`config.mk`:
```
export PLATFORM = sky130hd
export DESIGN_NAME = parsed_msg_queue
export DESIGN_NICKNAME = d
export VERILOG_FILES = /design/src/rtl/parsed_msg_queue.sv
export SDC_FILE = /design/constraint.sdc
export NUM_CORES = 2
export LEC_CHECK = 0
export ABC_AREA = 1
export CORE_MARGIN = 2
export CORE_UTILIZATION = 59
export DETAILED_ROUTE_END_ITERATION = 12
export PLACE_DENSITY_LB_ADDON = 0.12
export SLEW_MARGIN = 10
export SYNTH_ARGS = -nofsm -noshare
export SYNTH_HDL_FRONTEND = slang
export SYNTH_SLANG_ARGS = --single-unit
```
`constraint.sdc`:
```
create_clock -name clk -period 41.6 [get_ports clk]
set_input_delay 4.16 -clock clk [delete_from_list [all_inputs] [get_ports clk]]
set_output_delay 4.16 -clock clk [all_outputs]
set_load 0.01 [all_outputs]
```
`src/rtl/parsed_msg_queue.sv`:
```
// Circular-buffer queue of parsed market-data messages with a per-type accept mask.
// Accepted messages that arrive while the queue is full are dropped and counted.
module parsed_msg_queue #(
    parameter int          DEPTH     = 8,
    parameter logic [15:0] TYPE_MASK = 16'hFFFF,
    parameter int          DROP_W    = 16
) (
    input  logic                     clk,
    input  logic                     rst,
    input  logic                     parsed_valid,
    input  logic [3:0]               parsed_type,
    input  logic [63:0]              order_ref,
    input  logic                     side,
    input  logic [31:0]              shares,
    input  logic [31:0]              price,
    input  logic [63:0]              new_order_ref,
    input  logic [47:0]              timestamp,
    input  logic [63:0]              misc_data,
    output logic                     out_valid,
    input  logic                     out_ready,
    output logic [3:0]               out_type,
    output logic [63:0]              out_order_ref,
    output logic                     out_side,
    output logic [31:0]              out_shares,
    output logic [31:0]              out_price,
    output logic [63:0]              out_new_order_ref,
    output logic [47:0]              out_timestamp,
    output logic [63:0]              out_misc_data,
    output logic [$clog2(DEPTH):0]   count,
    output logic                     overflow,
    output logic [DROP_W-1:0]        drop_count
);
    localparam int AW = $clog2(DEPTH);
    localparam int CW = AW + 1;

    typedef struct packed {
        logic [3:0]  msg_type;
        logic [63:0] order_ref;
        logic        side;
        logic [31:0] shares;
        logic [31:0] price;
        logic [63:0] new_order_ref;
        logic [47:0] timestamp;
        logic [63:0] misc_data;
    } entry_t;

    entry_t        mem [DEPTH];
    entry_t        wr_entry;
    entry_t        head;
    logic [AW-1:0] wr_ptr;
    logic [AW-1:0] rd_ptr;
    logic          accept;
    logic          pop;
    logic          wr;
    logic          drop;

    assign wr_entry = '{parsed_type, order_ref, side, shares, price,
                        new_order_ref, timestamp, misc_data};

    assign accept = parsed_valid && TYPE_MASK[parsed_type];
    assign pop    = out_valid && out_ready;
    // A pop in the same cycle frees the slot, so a full queue can still take a write.
    assign wr     = accept && ((count < CW'(DEPTH)) || pop);
    assign drop   = accept && !wr;

    // Storage is not reset; occupancy is tracked by the pointers and count alone.
    always_ff @(posedge clk) begin
        if (wr && !rst)
            mem[wr_ptr] <= wr_entry;
    end

    always_ff @(posedge clk or posedge rst) begin
        if (rst) begin
            wr_ptr     <= '0;
            rd_ptr     <= '0;
            count      <= '0;
            overflow   <= 1'b0;
            drop_count <= '0;
        end else begin
            if (wr)
                wr_ptr <= wr_ptr + AW'(1);
            if (pop)
                rd_ptr <= rd_ptr + AW'(1);
            case ({wr, pop})
                2'b10:   count <= count + CW'(1);
                2'b01:   count <= count - CW'(1);
                default: count <= count;
            endcase
            if (drop) begin
                overflow <= 1'b1;
                if (drop_count != '1)
                    drop_count <= drop_count + DROP_W'(1);
            end
        end
    end

    assign out_valid = (count != '0);
    assign head      = out_valid ? mem[rd_ptr] : '0;

    assign out_type          = head.msg_type;
    assign out_order_ref     = head.order_ref;
    assign out_side          = head.side;
    assign out_shares        = head.shares;
    assign out_price         = head.price;
    assign out_new_order_ref = head.new_order_ref;
    assign out_timestamp     = head.timestamp;
    assign out_misc_data     = head.misc_data;

endmodule

```
==> metrics <==
Hold Path Sink overflow; pre-CTS setup slack 31600 ps; Max FO, Critical Path 242; Via density slightly below 6; worst-skew pair later-pin latency about 900 ps; Post-synth ARST share 0.0108; Slew @ Worst Pin ~1400 ps; die height 411 um; CP peak stage delay approximately 950 ps; Power Dens Cells 73.3 mW/mm^2; maximum clock path buffer count 4; DIE AREA roughly 0.17 mm^2; fin area around 0.11 mm^2; drt total wl between 200000 and 250000 um; xor and xnor area share after synthesis 0.00134; number of flops mapped to enable cells by yosys ~2500; Worst setup EP type output pin; crit path kind register to output pin; Area after DPL between 0.1 and 0.15 mm^2; grt ovf 0; final setup TNS 0 ps; antenna violations before repair 74; num rows 149; CTS tree yes; Peak VDD IR 0.000103 V; total of max-cap violations 0; Critical-path top delay cell dfrtp_4; DR WL/cell 23.4 um; root buffer cell clkbuf_16; DRT iter0 DRCs around 6400; fillers between 10000 and 15000; Mapped Cells around 7500; core area 0.165 mm^2; number of global-route vias before repair between 50000 and 60000; main combinational cell family by area after synthesis compound AO/OA/AOI/OAI gates; Reg clk slew, reported paths about 60 ps; Synth Area in Adders 0.000768; P_leak between 30 and 40 nW; Syn-to-layout area delta 16.3%; vias post-DR between 60000 and 70000; synth unique cells 24; worst hold path cell count 1; largest net degree at the start of global routing approximately 260; Worst Skew between 30 and 40 ps; H-tree level count 5; slew margin rel. 0.0457; Tcrit/Tclk final 0.273; synthesized area approximately 0.098 mm^2; syn_area_per_cell roughly 13 um^2; IO buf count 643; area share of and/or/nand/nor cells after synthesis 0.101; Final Max Tran Viols 0; Post-Syn Nets around 8000; Worst Reg-to-Reg Cells 6; synth top area cells edfxtp_1 (76%), nor2_1 (8.4%), o21ai_0 (6.4%); CTS sink cnt approximately 2500; RSZ-0062 raised after global routing false; Synth warnings 0; R2R Path Start count[3]; Hold Violations, Final 0; Starting Density 0.593; R2R setup slack roughly 37000 ps; Die Wd roughly 410 um; Arr. time, crit path between 7000 and 8000 ps; RR Endpoint mem[7][58]; leading cell type in the layout, fill and taps excluded edfxtp_1; hold_sp overflow; Setup Buffers After CTS 0; Total GRT Usage 0.284; multiplexer area fraction after synthesis 0; clock buffer count from CTS 274; first-pass GRT wire length 364000 um; DP Cell Count approximately 9900; area leader, netlist edfxtp_1; Net count, final 8340; Pre-antenna DRT Iters 6; Final HPWL DP approximately 120000 um; # hold bufs at CTS 0; DRC Markers 0; cells along the critical path buf_4 -> buf_4 -> buf_12 -> buf_4 -> nor2_1 -> nor2_1 -> o21ai_0 -> o211ai_1 -> nand2_1 -> nor2_1 -> clkdlybuf4s50_1; Routed Antenna Nets 0; flops & latches, synth roughly 2500; most frequent cells in the layout edfxtp_1 (2472), nor2_1 (2189), o21ai_0 (1246); status complete, no violations; final std cells w/o fill approximately 10000; Compound-Gate Fraction of Synth Area 0.108; top-area cell type share of the netlist area 0.759; fmax approximately 88 MHz; worst hold path type register to register; GP Congestion around 0.8; Req. time, crit path around 37000 ps; Period minus WS final around 11000 ps; io pins approximately 640; register area share after synthesis 0.766; top_reg_cell synth edfxtp_1; final worst setup slack 30220 ps; Setup crit start kind register; layout cell share with drive strength beyond 1 0.0518; setup violators final 0; post-cts resize count 0
-- worst max-delay path: cells and delay by family (launching register included) --
family | cells | cell delay, ps
buf+inv | 5 | 3650
flops | 1 | 950
simple gates | 4 | 730
compound gates | 2 | 230
-- state kept, by name (all words and copies together) (netlist names) --
register and cells:
drop_count 16, overflow 1, mem 2472, count 4
rd_ptr 3, wr_ptr 3
-- metrics by stage --
| step | total power, mW | utilization | hold WS (ps) |
|---|---|---|---|
| final | 8.33 | 0.690 | 467 |
| after global placement | 6.11 | 0.641 | 452 |
| after global routing | 8.75 | 0.689 | 491 |
| after detailed placement | 6.16 | 0.641 | 460 |
| after CTS | 8.36 | 0.689 | 476 |
| after floorplan | 4.92 | - | 512 |
-- final cells by class --
cell class	instances	area (um^2)	share of cell area
clock inverters	99	748	0.00658
flip-flops and latches	2499	74900	0.659
diodes	39	97.6	0.000859
repair buffers	726	7220	0.0635
clock buffers	338	7210	0.0635
well taps	2189	2740	0.0241
multi-input cells	4493	20600	0.181
inverters	27	116	0.00102
-- where the power goes --
part | internal (mW) | switching (mW) | total (mW) | leakage (nW)
registers | 2.95 | 0.0721 | 3.02 | 22.6
clock network | 1.29 | 0.911 | 2.20 | 3.89
logic | 1.13 | 1.98 | 3.11 | 11.1
total | 5.37 | 2.96 | 8.33 | 37.6
-- synth_stat cells (7+ instances only) --
library cell and count:
nor2_1 2193, o21ai_0 1246, o22ai_1 309, dfrtp_1 27, o211ai_1 309, xnor2_1 8, buf_1 38, buf_2 72
clkbuf_1 364, xor2_1 7, edfxtp_1 2472, inv_1 26, nand2_1 386, nand3_1 12, buf_4 39
-- cells by family after synthesis --
group / Yosys count
AND/OR/NAND/NOR: 2604
flip-flops: 2499
AO/OA/AOI/OAI: 1868
buffers and inverters: 544
XOR/XNOR: 15
adder cells (fa/ha/maj): 6
-- metal layers --
metal | vias to the layer above | global-route usage | part of all wire
met3 | 494 | 0.0711 | 0.088
met1 | 30900 | 0.386 | 0.40
met5 | - | 0 | 0.0018
li1 | 28400 | - | -
met2 | 2277 | 0.445 | 0.48
met4 | 70 | 0.114 | 0.032
-- worst max path at each step --
stage               from                 to  cells past startpoint  slack [ps]
2_1_floorplan        rst          mem[1][0]                      1        5920
3_3_place_gp   rd_ptr[0]  out_misc_data[20]                     11       31660
3_5_place_dp   rd_ptr[0]  out_misc_data[24]                     11       31600
4_1_cts        rd_ptr[0]  out_misc_data[24]                     11       30610
5_1_grt        rd_ptr[0]  out_misc_data[24]                     11       30070
6_report       rd_ptr[0]  out_misc_data[24]                     11       30220
Note: power is estimated with default switching activity, not from simulation.
